[src/rtl/alu_arb_pkg.sv]
// -----------------------------------------------------------------------------
// alu_arb_pkg
// Shared definitions for the two-requester ALU arbiter/controller:
//   - N_DEFAULT   : default operand width of the shared ALU datapath
//   - state_e     : controller FSM state encoding
//   - OP_*        : opcode constants for arithmetic (mode=1) and logic (mode=0)
// -----------------------------------------------------------------------------
package alu_arb_pkg;

   localparam int N_DEFAULT = 4;

   typedef enum logic [1:0] {
      IDLE  = 2'b00,
      ISSUE = 2'b01,
      WAIT  = 2'b10,
      RESP  = 2'b11
   } state_e;

   // Arithmetic opcodes (mode = 1)
   localparam logic [1:0] OP_TRANSFER = 2'b00;
   localparam logic [1:0] OP_ADD      = 2'b01;
   localparam logic [1:0] OP_SUB      = 2'b10;
   localparam logic [1:0] OP_RSUB     = 2'b11;

   // Logic opcodes (mode = 0)
   localparam logic [1:0] OP_AND      = 2'b00;
   localparam logic [1:0] OP_OR       = 2'b01;
   localparam logic [1:0] OP_XOR      = 2'b10;
   localparam logic [1:0] OP_XNOR     = 2'b11;

   // Last-grant value after reset: "req1 was granted last", so req0 wins the first tie.
   localparam logic LAST_RESET = 1'b1;

endpackage

[src/rtl/alu_rr_pick.sv]
// -----------------------------------------------------------------------------
// alu_rr_pick
// Two-way round-robin selection.
//   valid[1:0] : requester valid bits
//   last       : index of the requester granted most recently
//   grant[1:0] : one-hot winner, or zero when nothing is valid
// -----------------------------------------------------------------------------
module alu_rr_pick
   import alu_arb_pkg::*;
(
   input  logic [1:0] valid,
   input  logic       last,
   output logic [1:0] grant
);

   always_comb begin
      grant = valid;
      // On a tie the requester that was not granted last wins.
      if (valid == 2'b11) begin
         grant = (last == LAST_RESET) ? 2'b01 : 2'b10;
      end
   end

endmodule

[src/rtl/alu_arb_ctrl.sv]
// -----------------------------------------------------------------------------
// alu_arb_ctrl
// Arbitrates two requesters onto a shared registered ALU and returns the result
// tagged with the requester id. One operation is in flight at a time:
// IDLE (accept) -> ISSUE (drive ALU) -> WAIT (capture result) -> RESP (handshake).
//
// Ports:
//   Clk, rst                     : clock (posedge) and async active-high reset
//   reqX_valid / reqX_ready      : request handshake, X = 0,1 (ready is combinational)
//   reqX_a, reqX_b, reqX_cin,
//   reqX_oper, reqX_mode         : operation fields (mode 1 = arithmetic, 0 = logic)
//   alu_a, alu_b, alu_cin,
//   alu_oper, alu_mode           : registered drive to the ALU
//   alu_sum, alu_cout            : registered ALU result
//   resp_valid / resp_ready      : response handshake
//   resp_id, resp_sum, resp_cout : response payload
//
// Build option ALU_ARB_CNT_EN: adds 8-bit wrapping acceptance counters
//   grant_cnt0 / grant_cnt1.
// -----------------------------------------------------------------------------
module alu_arb_ctrl
   import alu_arb_pkg::*;
#(
   parameter int N = N_DEFAULT
) (
   input  logic         Clk,
   input  logic         rst,
   input  logic         req0_valid,
   output logic         req0_ready,
   input  logic [N-1:0] req0_a,
   input  logic [N-1:0] req0_b,
   input  logic         req0_cin,
   input  logic [1:0]   req0_oper,
   input  logic         req0_mode,
   input  logic         req1_valid,
   output logic         req1_ready,
   input  logic [N-1:0] req1_a,
   input  logic [N-1:0] req1_b,
   input  logic         req1_cin,
   input  logic [1:0]   req1_oper,
   input  logic         req1_mode,
   output logic [N-1:0] alu_a,
   output logic [N-1:0] alu_b,
   output logic         alu_cin,
   output logic [1:0]   alu_oper,
   output logic         alu_mode,
   input  logic [N-1:0] alu_sum,
   input  logic         alu_cout,
   output logic         resp_valid,
   input  logic         resp_ready,
   output logic         resp_id,
   output logic [N-1:0] resp_sum,
   output logic         resp_cout
`ifdef ALU_ARB_CNT_EN
   ,
   output logic [7:0]   grant_cnt0,
   output logic [7:0]   grant_cnt1
`endif
);

   state_e       state_q, state_d;
   logic         last_q, last_d;
   logic         lat_id_q, lat_id_d;
   logic         lat_mode_q, lat_mode_d;
   logic [N-1:0] alu_a_q, alu_a_d;
   logic [N-1:0] alu_b_q, alu_b_d;
   logic         alu_cin_q, alu_cin_d;
   logic [1:0]   alu_oper_q, alu_oper_d;
   logic         alu_mode_q, alu_mode_d;
   logic         resp_valid_q, resp_valid_d;
   logic         resp_id_q, resp_id_d;
   logic [N-1:0] resp_sum_q, resp_sum_d;
   logic         resp_cout_q, resp_cout_d;
   logic [1:0]   grant;
   logic         accept;

   alu_rr_pick u_pick (
      .valid ({req1_valid, req0_valid}),
      .last  (last_q),
      .grant (grant)
   );

   // Grants are only offered in IDLE; gating with rst keeps ready low while reset is held.
   assign accept     = (state_q == IDLE) && (grant != 2'b00) && !rst;
   assign req0_ready = accept && grant[0];
   assign req1_ready = accept && grant[1];

   always_comb begin
      state_d      = state_q;
      last_d       = last_q;
      lat_id_d     = lat_id_q;
      lat_mode_d   = lat_mode_q;
      alu_a_d      = alu_a_q;
      alu_b_d      = alu_b_q;
      alu_cin_d    = alu_cin_q;
      alu_oper_d   = alu_oper_q;
      alu_mode_d   = alu_mode_q;
      resp_valid_d = resp_valid_q;
      resp_id_d    = resp_id_q;
      resp_sum_d   = resp_sum_q;
      resp_cout_d  = resp_cout_q;

      case (state_q)
         IDLE: begin
            if (accept) begin
               // The ALU drive registers double as the latched operand fields,
               // so they present the operation during the ISSUE cycle.
               state_d    = ISSUE;
               last_d     = grant[1];
               lat_id_d   = grant[1];
               lat_mode_d = grant[1] ? req1_mode : req0_mode;
               alu_a_d    = grant[1] ? req1_a    : req0_a;
               alu_b_d    = grant[1] ? req1_b    : req0_b;
               alu_cin_d  = grant[1] ? req1_cin  : req0_cin;
               alu_oper_d = grant[1] ? req1_oper : req0_oper;
               alu_mode_d = grant[1] ? req1_mode : req0_mode;
            end
         end
         ISSUE: begin
            state_d = WAIT;
         end
         WAIT: begin
            // Logic ops leave the ALU carry untouched, so it carries no meaning here.
            state_d      = RESP;
            resp_valid_d = 1'b1;
            resp_id_d    = lat_id_q;
            resp_sum_d   = alu_sum;
            resp_cout_d  = lat_mode_q & alu_cout;
         end
         RESP: begin
            if (resp_ready) begin
               state_d      = IDLE;
               resp_valid_d = 1'b0;
            end
         end
         default: begin
            state_d = IDLE;
         end
      endcase
   end

   always_ff @(posedge Clk or posedge rst) begin
      if (rst) begin
         state_q      <= IDLE;
         last_q       <= LAST_RESET;
         lat_id_q     <= 1'b0;
         lat_mode_q   <= 1'b0;
         alu_a_q      <= '0;
         alu_b_q      <= '0;
         alu_cin_q    <= 1'b0;
         alu_oper_q   <= 2'b00;
         alu_mode_q   <= 1'b0;
         resp_valid_q <= 1'b0;
         resp_id_q    <= 1'b0;
         resp_sum_q   <= '0;
         resp_cout_q  <= 1'b0;
      end else begin
         state_q      <= state_d;
         last_q       <= last_d;
         lat_id_q     <= lat_id_d;
         lat_mode_q   <= lat_mode_d;
         alu_a_q      <= alu_a_d;
         alu_b_q      <= alu_b_d;
         alu_cin_q    <= alu_cin_d;
         alu_oper_q   <= alu_oper_d;
         alu_mode_q   <= alu_mode_d;
         resp_valid_q <= resp_valid_d;
         resp_id_q    <= resp_id_d;
         resp_sum_q   <= resp_sum_d;
         resp_cout_q  <= resp_cout_d;
      end
   end

   assign alu_a      = alu_a_q;
   assign alu_b      = alu_b_q;
   assign alu_cin    = alu_cin_q;
   assign alu_oper   = alu_oper_q;
   assign alu_mode   = alu_mode_q;
   assign resp_valid = resp_valid_q;
   assign resp_id    = resp_id_q;
   assign resp_sum   = resp_sum_q;
   assign resp_cout  = resp_cout_q;

`ifdef ALU_ARB_CNT_EN
   logic [7:0] grant_cnt0_q, grant_cnt0_d;
   logic [7:0] grant_cnt1_q, grant_cnt1_d;

   always_comb begin
      grant_cnt0_d = grant_cnt0_q;
      grant_cnt1_d = grant_cnt1_q;
      // 8-bit add wraps 255 -> 0 naturally.
      if (req0_ready && req0_valid) grant_cnt0_d = grant_cnt0_q + 8'd1;
      if (req1_ready && req1_valid) grant_cnt1_d = grant_cnt1_q + 8'd1;
   end

   always_ff @(posedge Clk or posedge rst) begin
      if (rst) begin
         grant_cnt0_q <= 8'd0;
         grant_cnt1_q <= 8'd0;
      end else begin
         grant_cnt0_q <= grant_cnt0_d;
         grant_cnt1_q <= grant_cnt1_d;
      end
   end

   assign grant_cnt0 = grant_cnt0_q;
   assign grant_cnt1 = grant_cnt1_q;
`endif

endmodule
[config.mk]
export PLATFORM = sky130hd
export DESIGN_NAME = alu_arb_ctrl
export DESIGN_NICKNAME = d
export VERILOG_FILES = /design/src/rtl/alu_arb_pkg.sv /design/src/rtl/alu_rr_pick.sv /design/src/rtl/alu_arb_ctrl.sv
export SDC_FILE = /design/constraint.sdc
export NUM_CORES = 1
export LEC_CHECK = 0
export ABC_AREA = 1
export CAP_MARGIN = 0
export CORE_ASPECT_RATIO = 1.5
export CORE_UTILIZATION = 40
export DETAILED_ROUTE_END_ITERATION = 8
export GPL_ROUTABILITY_DRIVEN = 0
export PLACE_DENSITY = 0.88
export SYNTH_ARGS = -nofsm -noshare
export SYNTH_HDL_FRONTEND = slang
export SYNTH_SLANG_ARGS = --single-unit
[constraint.sdc]
create_clock -name Clk -period 1.7 [get_ports Clk]
set_input_delay 0.17 -clock Clk [delete_from_list [all_inputs] [get_ports Clk]]
set_output_delay 0.17 -clock Clk [all_outputs]
set_load 0.03 [all_outputs]
==> run metrics, run 1 <==
worst slack at placement 218.8 ps; maximum level of the CTS H-tree 1; standard-cell rows 23; overflow left after global routing 0; sequential-to-total area share from yosys stat 49.73%; highest clock frequency the design can meet 0.6126 GHz; proportion of netlist area held by the largest area contributor 47.46%; logic depth of the worst setup path including buffers 7; initial antenna violation count 0; number of maximum-capacitance constraint violations 0; root buffer selected by CTS clkbuf_8; data required time at the worst endpoint 1530 ps; Critical Path Sink Type primary output; Clk Latency, worst-skew pair 260 ps; routed via count divided by cell count 4.733; gate count after technology mapping 146; Clock Sink Count 23; clock buffer depth 2; remaining antenna violation count 0; remaining design rule violation count 0; result of the run completed; register area 576.8 um^2; fraction of registers with async set/reset 100.0%; number of distinct library cell variants in the gate-level netlist after synthesis 17; # diodes 0; die extent in y 67.95 um; power density over cell area 1650 mW/mm^2; top cell family by delay on the critical path flip-flops; unrepaired setup endpoints after global routing no; CP dominant cell by count nand2_2; largest fanout of any net on the critical path 5; part of the cycle the worst path needs 96.03%; count of final setup violators 0; Critical Path Max Stage Delay 410 ps; number of flops mapped to enable cells by yosys 0; length in cells of the worst reg-to-reg path 6; list of most frequent post-synthesis cells nand2_1, dfrtp_1, nand3_1, inv_1; Crit path arrival time 1460 ps; Synth Register Bits 23; Nets 245; total clock buffers created by CTS 3; total number of yosys warnings 0; nature of the critical path startpoint flop; pin count of the biggest net entering global routing 24; most numerous cell in the Yosys netlist nand2_1; number of iterations in the first detailed-routing pass 4; worst max-slew margin expressed relative to the limit 74.50%; Net Count, Synth 184; routed vias 1150; drt wl/cell 11.45 um; count of buffers inserted at the top-level ports 54; final hold violations 0; netlist area before placement 0.001160 mm^2; cell types occupying the most area after synthesis dfrtp_1, nand2_1, nand3_1; cell with the biggest individual delay on the critical path dfrtp_1; static power due to leakage 0.8990 nW; TritonCTS clock tree built; Starting Density 42.88%; Slew Limit Fails 0; total die area 0.003123 mm^2; count of routing violations after the opening detailed-route iteration 8; least setup slack across all paths after layout 67.48 ps; combined area of the multi-input logic cells 528.0 um^2; P&R area growth vs syn 58.47%; Cell Chain, Critical Path inv_2 > ha_4 > nand2_2 > nor2_4 > nand2_2 > a21oi_2 > buf_6; Worst Tran Pin Value 382.6 ps; final routed wirelength across all metal layers 2782 um; HPWL Detailed 2112 um; area of the placeable core 0.002705 mm^2; width of the die 45.97 um; worst voltage drop across the vdd grid 983.9 uV; critical setup path kind flop to primary output; Hold-fix buffers, CTS 0; mean cell area of the mapped netlist 7.944 um^2; global-route usage over all layers 17.07%; critical path buffer and inverter count 2; Clock Skew 0.8638 ps; Most used DFF post-synth dfrtp_1; Boundary Pins 55; type of the most critical hold path primary input to asynchronous set/reset pin; fraction of layout instances using a drive strength above 1 14.08%; post-layout min period 1633 ps; via count of the first global-routing pass 1010; fill cell total of the finished layout 227; Post-Route Setup TNS 0 ps; library cell with the largest summed area after synthesis dfrtp_1; Pwr Total 0.003033 W; Clk pin slew, worst setup/hold paths 80 ps; wire length of the first global-routing pass 4036 um
-- layer usage --
layer | global-route usage, % | up-vias | share of wire (%)
met5 | 0 | - | 0
met4 | 6.985 | 0 | 1.0
met3 | 2.902 | 4 | 6.3
met2 | 30.63 | 39 | 50
met1 | 19.22 | 530 | 42
li1 | - | 577 | -
-- worst min-delay path: stages --
cell and delay, ps:
clkdlybuf4s50_1 450, clkinvlp_4 100, buf_4 290
-- path summary, 6_finish.rpt --
check / from / endpoint / slack [ps]
worst max-delay path: state_q[0]$_DFFE_PP0P_ / req0_ready / 70
worst min-delay path: rst / alu_oper[1]$_DFFE_PP0P_ / 360
worst max register to register: state_q[0]$_DFFE_PP0P_ / state_q[0]$_DFFE_PP0P_ / 180
worst min register to register: alu_b[0]$_DFFE_PP0P_ / alu_b[0]$_DFFE_PP0P_ / 490
max in group asynchronous: rst / last_q$_DFFE_PP1P_ / 1070
min in group Clk: alu_b[0]$_DFFE_PP0P_ / alu_b[0]$_DFFE_PP0P_ / 490
-- state kept, by name, indices dropped and copies added, names as in the netlist --
name and cells:
last_q 1, alu_oper 2, resp_id 1, state_q 2, resp_sum 4, alu_mode 1
alu_b 4, lat_id_q 1, alu_a 4, resp_valid 1, alu_cin 1, resp_cout 1
-- power breakdown --
group	total [W]	internal, W	switching, W
Clock	0.000332	0.000163	0.000168
Sequential	0.000951	0.000814	0.000138
Combinational	0.00175	0.000776	0.000974
Total	0.00303	0.00175	0.00128
-- what timing repair did --
item                                    4_1_cts  5_1_grt
resized for setup                             1        7
buffers inserted                              1        2
endpoints found under the setup margin        1        1
gates cloned                                  0        0
pin swaps                                     0        1
endpoints found under the hold margin         0        0
-- cell families after synthesis --
| group | after synthesis | synth area share [%] |
|---|---|---|
| compound gates | 7 | 3.237 |
| fa+ha+maj | 4 | 4.315 |
| buf+inv | 16 | 6.580 |
| flops | 23 | 49.73 |
| mux | 4 | 3.883 |
| simple gates | 92 | 32.25 |
-- cells in the final DEF, fill, tap and decap left out, drive strengths merged --
master / Yosys / routed
ha: 4 / 4
clkinvlp: 0 / 1
nor2: 5 / 5
buf: 6 / 10
o21bai: 1 / 1
a21oi: 2 / 2
nand2: 71 / 71
mux2: 4 / 4
clkdlybuf4s50: 0 / 52
inv: 10 / 9
or2: 1 / 1
dfstp: 1 / 1
nand3: 15 / 15
dfrtp: 22 / 22
o21ai: 4 / 4
clkinv: 0 / 1
clkbuf: 0 / 3
-- layout make-up --
| class | instances | area share [%] |
|---|---|---|
| repair buffers | 62 | 32.61 |
| well taps | 37 | 2.519 |
| flip-flops and latches | 23 | 31.38 |
| clock buffers | 3 | 2.246 |
| inverters | 10 | 2.246 |
| clock inverters | 1 | 0.2723 |
| multi-input cells | 107 | 28.73 |
-- per-stage QoR --
stage	area (um^2)	std cells	hold WS [ps]	utilization [%]
6_report	1838	243	355.5	67.95
5_1_grt	1838	243	396.4	67.95
4_1_cts	1798	241	355.7	66.47
3_5_place_dp	1744	236	466.6	64.48
3_3_place_gp	1744	236	460.7	64.48
2_1_floorplan	1164	146	45.36	-
(Power assumes the default switching activity.)
==> run 2, diff against run 1 <==
--- a/config.mk
+++ b/config.mk
@@ -8,10 +8,12 @@
 export ABC_AREA = 1
 export CAP_MARGIN = 0
 export CORE_ASPECT_RATIO = 1.5
+export CORE_MARGIN = 8
 export CORE_UTILIZATION = 40
 export DETAILED_ROUTE_END_ITERATION = 8
 export GPL_ROUTABILITY_DRIVEN = 0
 export PLACE_DENSITY = 0.88
+export SLEW_MARGIN = 20
 export SYNTH_ARGS = -nofsm -noshare
 export SYNTH_HDL_FRONTEND = slang
 export SYNTH_SLANG_ARGS = --single-unit
==> run 2 against run 1 <==
  * Combinational power about the same
  * Clock power up 2%
  * Critical path depth unchanged
  * Sequential share of layout area is 0.25 points lower
  * Global-route usage decreased by 2.8 points
  * Worst hold slack worse by 1.1 ps
  * Non-clock buffer count is 2 higher
  * Cell count rose by 1.6%
  * Routed wire length is 19% higher
  * Setup slack improved by 20 ps
  * Register-to-register slack got worse by 40 ps
  * First-iteration DRC count grew to 5.4 times the previous value
  * Largest power group unchanged
==> run metrics, run 2 (synthesized netlist as in run 1, its figures left out) <==
result of the run completed; total clock buffers created by CTS 3; final hold violations 0; fraction of layout instances using a drive strength above 1 13.46%; initial antenna violation count 0; clock buffer depth 2; cell with the biggest individual delay on the critical path dfrtp_1; most common cell after layout, fill and taps aside nand2_1; width of the die 59.97 um; via count of the first global-routing pass 1174; global-route usage over all layers 14.31%; Boundary Pins 55; count of buffers inserted at the top-level ports 54; Nets 247; top cell family by delay on the critical path flip-flops; final non-filler cell total 247; root buffer selected by CTS clkbuf_8; area of the placeable core 0.002823 mm^2; maximum level of the CTS H-tree 1; post-layout min period 1612 ps; Critical Path Max Stage Delay 400 ps; top library cells by usage in the layout, fill and taps aside nand2_1, clkdlybuf4s50_1, dfrtp_1; remaining antenna violation count 0; Post-Place Cells 239; # diodes 0; P&R area growth vs syn 59.76%; Clk Latency, worst-skew pair 270 ps; Area after DPL 0.001767 mm^2; Clock Skew 4.875 ps; power density over cell area 1637 mW/mm^2; TritonCTS clock tree built; number of maximum-capacitance constraint violations 0; Slew Limit Fails 0; Met3 Wirelength 323 um; routed vias 1117; remaining design rule violation count 0; HPWL Detailed 2599 um; Starting Density 41.09%; Max Used Layer met4; DRT met1 WL 1362 um; Cell Chain, Critical Path inv_1 > ha_1 > nand2_2 > nor2_4 > nand2_1 > a21oi_2 > buf_6; data required time at the worst endpoint 1530 ps; total die area 0.004914 mm^2; worst max-slew margin expressed relative to the limit 75.36%; Clock Sink Count 23; worst hold margin 354.4 ps; count of final setup violators 0; largest fanout of any net on the critical path 2; overflow left after global routing 0; routed via count divided by cell count 4.522; wire length of the first global-routing pass 5368 um; critical setup path kind flop to primary output; die extent in y 81.95 um; Crit path arrival time 1440 ps; drt wl/cell 13.39 um; Critical Path Sink Type primary output; Clk pin slew, worst setup/hold paths 80 ps; number of iterations in the first detailed-routing pass 3; Hold-fix buffers, CTS 0; Worst Tran Pin Value 369.6 ps; worst voltage drop across the vdd grid 924.1 uV; WL met2 1565 um; count of routing violations after the opening detailed-route iteration 43; post-route cell area 0.001853 mm^2; part of the cycle the worst path needs 94.85%; nature of the critical path startpoint flop; static power due to leakage 0.9128 nW; highest clock frequency the design can meet 0.6202 GHz; pin count of the biggest net entering global routing 24; final routed wirelength across all metal layers 3307 um; critical path buffer and inverter count 2; standard-cell rows 24; type of the most critical hold path primary input to asynchronous set/reset pin
==> run 2: final cells by class <==
type | count | area [um^2]
fillers | 248 | 969.7
repair buffers | 64 | 626.9
flip-flops and latches | 23 | 576.8
multi-input cells | 107 | 513.0
well taps | 39 | 48.80
clock buffers | 3 | 41.29
inverters | 10 | 41.29
clock inverters | 1 | 5.005
==> run 2: metal layers <==
layer,vias to the layer above,track usage (%)
met5,-,0
li1,575,-
met1,495,15.62
met3,6,4.702
met2,41,24.70
met4,0,5.755
==> run 2: stage by stage <==
| stage | utilization, % | setup slack (ps) | TNS [ps] | total power, W |
|---|---|---|---|---|
| after global routing | 65.65 | -8.633 | -8.633 | 0.003266 |
| after global placement | 62.59 | 201.9 | 0 | 0.002603 |
| after CTS | 64.76 | 1.573 | 0 | 0.003041 |
| after detailed placement | 62.59 | 152.9 | 0 | 0.002647 |
| after floorplan | - | 100.9 | 0 | 0.001954 |
| final | 65.65 | 87.56 | 0 | 0.003034 |
==> run 2: repair_timing <==
item / CTS / global route
setup buffers: 2 / 2
gates resized for setup: 1 / 3
setup endpoints to repair: 1 / 1
hold endpoints to repair: 0 / 0
pin swaps: 1 / 0
cloned: 0 / 0
==> run 2: power breakdown <==
group | switching (W) | leakage, nW | internal, W | total (W)
combinational | 0.000974 | 0.607 | 0.000775 | 0.00175
clock | 0.000176 | 0.0255 | 0.000164 | 0.000340
sequential | 0.000131 | 0.280 | 0.000814 | 0.000945
==> run 2: worst reg2reg max path, stage by stage (launching register included) <==
cell,delay [ps]
dfrtp_1,400
buf_4,140
buf_4,130
ha_1,310
or2_2,340
nand3_1,80
nand2_1,50
==> run 2: final timing paths <==
kind	depth (start not counted)	to	slack, ps	start
max	7	req0_ready	90	state_q[1]$_DFFE_PP0P_
min	3	state_q[1]$_DFFE_PP0P_	350	rst
max reg2reg	6	state_q[0]$_DFFE_PP0P_	140	state_q[1]$_DFFE_PP0P_
min reg2reg	2	alu_oper[0]$_DFFE_PP0P_	490	alu_oper[0]$_DFFE_PP0P_
max in group asynchronous	3	last_q$_DFFE_PP1P_	1070	rst
min in group Clk	2	alu_oper[0]$_DFFE_PP0P_	490	alu_oper[0]$_DFFE_PP0P_
==> run 3, diff against run 2 <==
--- a/config.mk
+++ b/config.mk
@@ -9,10 +9,11 @@
 export CAP_MARGIN = 0
 export CORE_ASPECT_RATIO = 1.5
 export CORE_MARGIN = 8
-export CORE_UTILIZATION = 40
+export CORE_UTILIZATION = 42
+export CTS_BUF_LIST = sky130_fd_sc_hd__clkbuf_8
 export DETAILED_ROUTE_END_ITERATION = 8
 export GPL_ROUTABILITY_DRIVEN = 0
-export PLACE_DENSITY = 0.88
+export PLACE_DENSITY = 0.91
 export SLEW_MARGIN = 20
 export SYNTH_ARGS = -nofsm -noshare
 export SYNTH_HDL_FRONTEND = slang
==> run 3 against run 2 <==
  * Routed wire length decreased by 1.6%
  * Largest power group unchanged
  * Worst hold slack improved by 9.7 ps
  * Non-clock buffer count unchanged
  * Critical path type unchanged
  * Total power is 0.57% lower
  * Core utilization rose by 3.6 points
  * First-iteration DRC count down 7.0%
  * Highest routed layer unchanged
  * Via count is 0.98% higher
  * Global-route usage down 0.21 points
==> run metrics, run 3 (synthesized netlist as in run 1, its figures left out) <==
result of the run completed; Nets 247; count of routing violations after the opening detailed-route iteration 40; R2R Setup Slk 260 ps; routed vias 1128; remaining antenna violation count 0; # diodes 0; data required time at the worst endpoint 1530 ps; worst voltage drop across the vdd grid 1108 uV; RR Startpoint state_q[0]$_DFFE_PP0P_; fill cell total of the finished layout 213; Clk pin slew, worst setup/hold paths 80 ps; power density over cell area 1646 mW/mm^2; count of buffers inserted at the top-level ports 54; width of the die 58.91 um; P&R area growth vs syn 58.04%; Critical Path Max Stage Delay 410 ps; standard-cell rows 23; number of iterations in the first detailed-routing pass 3; type of the most critical hold path primary input to asynchronous set/reset pin; worst max-slew margin expressed relative to the limit 78.07%; Final Core Density 69.23%; initial antenna violation count 0; die extent in y 80.36 um; Clock Skew 3.857 ps; part of the cycle the worst path needs 95.92%; Clk Latency, worst-skew pair 260 ps; Clock Sink Count 23; highest clock frequency the design can meet 0.6133 GHz; nature of the critical path startpoint flop; Cell Chain, Critical Path inv_2 > ha_2 > nand2_2 > nor2_4 > nand2_1 > a21oi_1 > buf_4; top library cells by usage in the layout, fill and taps aside nand2_1, clkdlybuf4s50_1, dfrtp_1; routed via count divided by cell count 4.604; critical setup path kind flop to primary output; maximum level of the CTS H-tree 1; Reg2Reg Capture Point state_q[0]$_DFFE_PP0P_; TritonCTS clock tree built; Slew Limit Fails 0; least setup slack across all paths after layout 69.44 ps; total clock buffers created by CTS 3; fraction of layout instances using a drive strength above 1 13.46%; HPWL Detailed 2567 um; global-route usage over all layers 14.10%; remaining design rule violation count 0; total die area 0.004734 mm^2; most common cell after layout, fill and taps aside nand2_1; Critical Path Sink Type primary output; overflow left after global routing 0; static power due to leakage 0.9077 nW; drt wl/cell 13.28 um; area of the placeable core 0.002648 mm^2; post-layout min period 1631 ps; Worst Tran Pin Value 327.9 ps; pin count of the biggest net entering global routing 24; final hold violations 0; wire length of the first global-routing pass 5361 um; Boundary Pins 55; cell with the biggest individual delay on the critical path dfrtp_1; largest fanout of any net on the critical path 3; root buffer selected by CTS clkbuf_8; worst slack at placement 182.8 ps; length in cells of the worst reg-to-reg path 6; Crit path arrival time 1460 ps; count of final setup violators 0; Starting Density 43.81%; final non-filler cell total 245; Post-Place Cells 237; via count of the first global-routing pass 1213; clock buffer depth 2; final routed wirelength across all metal layers 3253 um; number of maximum-capacitance constraint violations 0
## run 3: cell count changes in the layout (fill, tap and decap cells not counted)
cell and delta:
a21oi_1 +1, ha_1 -1, buf_4 +2, ha_2 +1
buf_6 -1, a21oi_2 -1, buf_12 -1
## run 3: worst max-delay path, delay by kind of cell (launching register included)
family	cells	cell delay, ps
fa+ha+maj	1	190
simple gates	3	240
buf+inv	2	260
flops	1	410
compound gates	1	110
## run 3: per-layer routing
metal	routed length (um)	GRT usage (%)	up-vias
met5	0	0	-
met1	1338	15.85	512
met4	10	3.846	0
met3	297	4.952	2
met2	1606	24.34	37
li1	-	-	577
## run 3: final cells by class
type / count / area [um^2] / area share (%)
multi-input cells: 107 / 511.7 / 27.92
clock inverters: 1 / 5.005 / 0.2730
clock buffers: 3 / 41.29 / 2.253
repair buffers: 64 / 610.6 / 33.31
flip-flops and latches: 23 / 576.8 / 31.47
well taps: 37 / 46.29 / 2.526
inverters: 10 / 41.29 / 2.253
## run 3: report_power, final
group          total [W]  switching, W  leakage, nW  internal, W
Combinational    0.00173      0.000958        0.602     0.000773
Clock           0.000334      0.000171       0.0255     0.000163
Sequential      0.000951      0.000137        0.280     0.000814
Total            0.00302       0.00127        0.908      0.00175
## run 3: worst max path at each step
stage	startpoint	endpoint	cells past startpoint
CTS	state_q[0]$_DFFE_PP0P_	req0_ready	7
floorplan	state_q[0]$_DFFE_PP0P_	req0_ready	6
finish	state_q[0]$_DFFE_PP0P_	req0_ready	7
global route	state_q[0]$_DFFE_PP0P_	req0_ready	7
detailed placement	rst	req0_ready	7
global placement	rst	req0_ready	7
## run 3: metrics by stage
step	power [W]	setup TNS, ps	area, um^2	hold slack [ps]
after floorplan	0.001954	0	1164	45.36
final	0.003017	0	1833	364.1
after CTS	0.002991	0	1805	352.6
after global routing	0.003239	-22.19	1833	401.1
after detailed placement	0.002637	0	1752	464.1
after global placement	0.002596	0	1752	460.5
## run 3: timing repair
action / in CTS / in global routing
endpoints found under the setup margin: 1 / 1
hold endpoints to repair: 0 / 0
hold buffers: 0 / 0
setup buffers: 1 / 3
pin swaps: 1 / 0
resized for setup: 0 / 3
==> variant, RTL diff (config.mk and constraints of run 2) <==
`resp_sum_q` no longer has a reset.
--- a/src/rtl/alu_arb_ctrl.sv
+++ b/src/rtl/alu_arb_ctrl.sv
@@ -152,7 +152,6 @@
          alu_mode_q   <= 1'b0;
          resp_valid_q <= 1'b0;
          resp_id_q    <= 1'b0;
-         resp_sum_q   <= '0;
          resp_cout_q  <= 1'b0;
       end else begin
          state_q      <= state_d;
@@ -166,9 +165,12 @@
          alu_mode_q   <= alu_mode_d;
          resp_valid_q <= resp_valid_d;
          resp_id_q    <= resp_id_d;
-         resp_sum_q   <= resp_sum_d;
          resp_cout_q  <= resp_cout_d;
       end
+   end
+
+   always_ff @(posedge Clk) begin
+      resp_sum_q <= resp_sum_d;
    end
 
    assign alu_a      = alu_a_q;
Formal check against the unedited RTL: differs if rst is asserted again (counterexample within 4 cycles, from zero or initial values and one cycle with rst high); with rst held inactive, the same outputs for 10 cycles.
==> variant against run 2 <==
Clock power shrank 6.5%; total power is 6.7% lower; hold slack lost 35 ps; count of clock-buffer cells in the layout is 1 higher; wire length rose by 3.2%; worst setup slack worse by 21 ps; sequential cell count is the same; design area down 3.1%; first-iteration DRC count down 23%; global-route usage barely moved; die area fell by 2.0%; area after synthesis down 2.6%.
==> variant: results (changes against run 2) <==
| Metric | Value |
|---|---|
| Primary FF master, synth | dfrtp_1 (unchanged) |
| DP HPWL | 2.76 mm (was 2.60 mm) |
| Most frequent cells after synthesis | nand2_1, dfrtp_1, nand3_1 (unchanged) |
| Leakage power | 0.877 nW (was 0.913 nW) |
| Drt via density | 4.88 (was 4.52) |
| Post-synthesis cell type count | 17 (unchanged) |
| Critical path fanouts, max | 2 (unchanged) |
| Post-synthesis net count | 179 (was 184) |
| DP Cell Count | 233 (was 239) |
| Later-pin clock latency in the skew report | 250 ps (was 270 ps) |
| Number of port buffers | 54 (unchanged) |
| Area contributors post-synth | dfrtp_1, nand2_1, edfxtp_1 (was dfrtp_1, nand2_1, nand3_1) |
| Slew of the pin with the lowest slew margin | 370 ps (about the same) |
| Min-delay worst type | input pin to async pin (unchanged) |
| Max rail drop VDD | 0.000878 V (was 0.000924 V) |
| Synth Warn # | 0 (unchanged) |
| Post-synth EDFFs | 4 (was 0) |
| Routed wire length | 3.41 mm (was 3.31 mm) |
| Initial antenna violation count | 0 (unchanged) |
| Vias in the first global route | 1243 (was 1174) |
| WP data arrival | 1460 ps (was 1440 ps) |
| CP startpoint | state_q[1] (unchanged) |
| Clk slew on worst S/H paths | 70 ps |
| FFs w/ async S/R, synth | 82.6% (was 100%) |
| Outcome | completed (unchanged) |
| Register area share after synthesis | 52.8% (was 49.7%) |
| CTS max path bufs | 2 (unchanged) |
| Fill cells | 201 (was 248) |
| Reg-to-Reg End | state_q[0] (unchanged) |
| Setup TNS | 0 ps (unchanged) |
| R2R Setup Slk | 250 ps (was 140 ps) |
| Layout cells sized above 1 | 10.4% (was 13.5%) |
| Reg2reg path depth | 5 (was 6) |
| First-pass GRT wire length | 5.39 mm (was 5.37 mm) |
| Fin Clk Skew | 3.70 ps (was 4.88 ps) |
| Clock buffer count from CTS | 3 (unchanged) |
| Starting density of the core | 42.2% (was 41.1%) |
| DR pass1 iterations | 4 (was 3) |
| Avg Cell Area, Syn | 8.01 um^2 (was 7.94 um^2) |
| H-Tree Depth | 1 (unchanged) |
| Root Buffer | clkbuf_8 (unchanged) |
| WHS | 320 ps (was 354 ps) |
| DRT iter0 DRCs | 33 (was 43) |
| Layout Nets | 241 (was 247) |
| Drt wl/cell | 14.3 um (was 13.4 um) |
| Largest net degree at the start of global routing | 20 (was 24) |
| Post-layout util | 67.1% (was 65.6%) |
| GRT Overall Usage | 14.3% (about the same) |
| Ant diodes | 0 (unchanged) |
[variant: metal layers]
metal / vias to the layer above / wire, um / GRT usage (%)
met5: - / 0 / 0
met4: 0 / 87 / 6.01
met3: 10 / 251 / 3.16
met2: 54 / 1970 / 27.7
met1: 538 / 1100 / 13.8
li1: 564 / - / -
[variant: worst max path at each step]
stage | endpoint | slack (ps)
after CTS | req0_ready | 20
after global routing | req0_ready | 2
final | req0_ready | 70
after global placement | alu_oper[0] | 250
after floorplan | req0_ready | 8
after detailed placement | alu_b[1] | 180
[variant: stage by stage]
step | worst slack, ps | area [um^2]
3_5_place_dp | 183 | 1720
2_1_floorplan | 8.21 | 1130
6_report | 66.2 | 1800
3_3_place_gp | 250 | 1720
5_1_grt | 1.65 | 1800
4_1_cts | 23.0 | 1780
[variant: cell type report]
cell class	count	area, um^2	area share (%)
Timing Repair Buffer	62	599	33.4
Sequential cell	23	597	33.2
Multi-Input combinational cell	103	470	26.2
Tap cell	37	46.3	2.58
Clock buffer	4	45.0	2.51
Inverter	10	37.5	2.09
[variant: critical path, cell delays in order, from the launching register on]
cell	delay, ps
dfrtp_1	390
inv_1	90
ha_2	190
nand2_2	80
nor2_4	90
nand2_1	70
a21oi_2	150
buf_6	150
[variant: repair_timing]
item | CTS | global route
setup endpoints to repair | 1 | 1
hold buffers | 0 | 0
buffers inserted | 2 | 0
cloned | 0 | 0
gates resized for setup | 1 | 4
[variant: power breakdown]
part,internal (W),switching (W)
combinational,0.000643,0.000915
sequential,0.000817,0.000137
clock,0.000166,0.000151
[variant: cells by family (layout without fill, tap and decap cells)]
logic type	Yosys count	after routing	share of synthesized area, %
AND/OR/NAND/NOR	92	92	33.1
flip-flops	23	23	52.8
buffers and inverters	15	76	6.31
AO/OA/AOI/OAI	7	7	3.32
adder cells (fa/ha/maj)	4	4	4.43
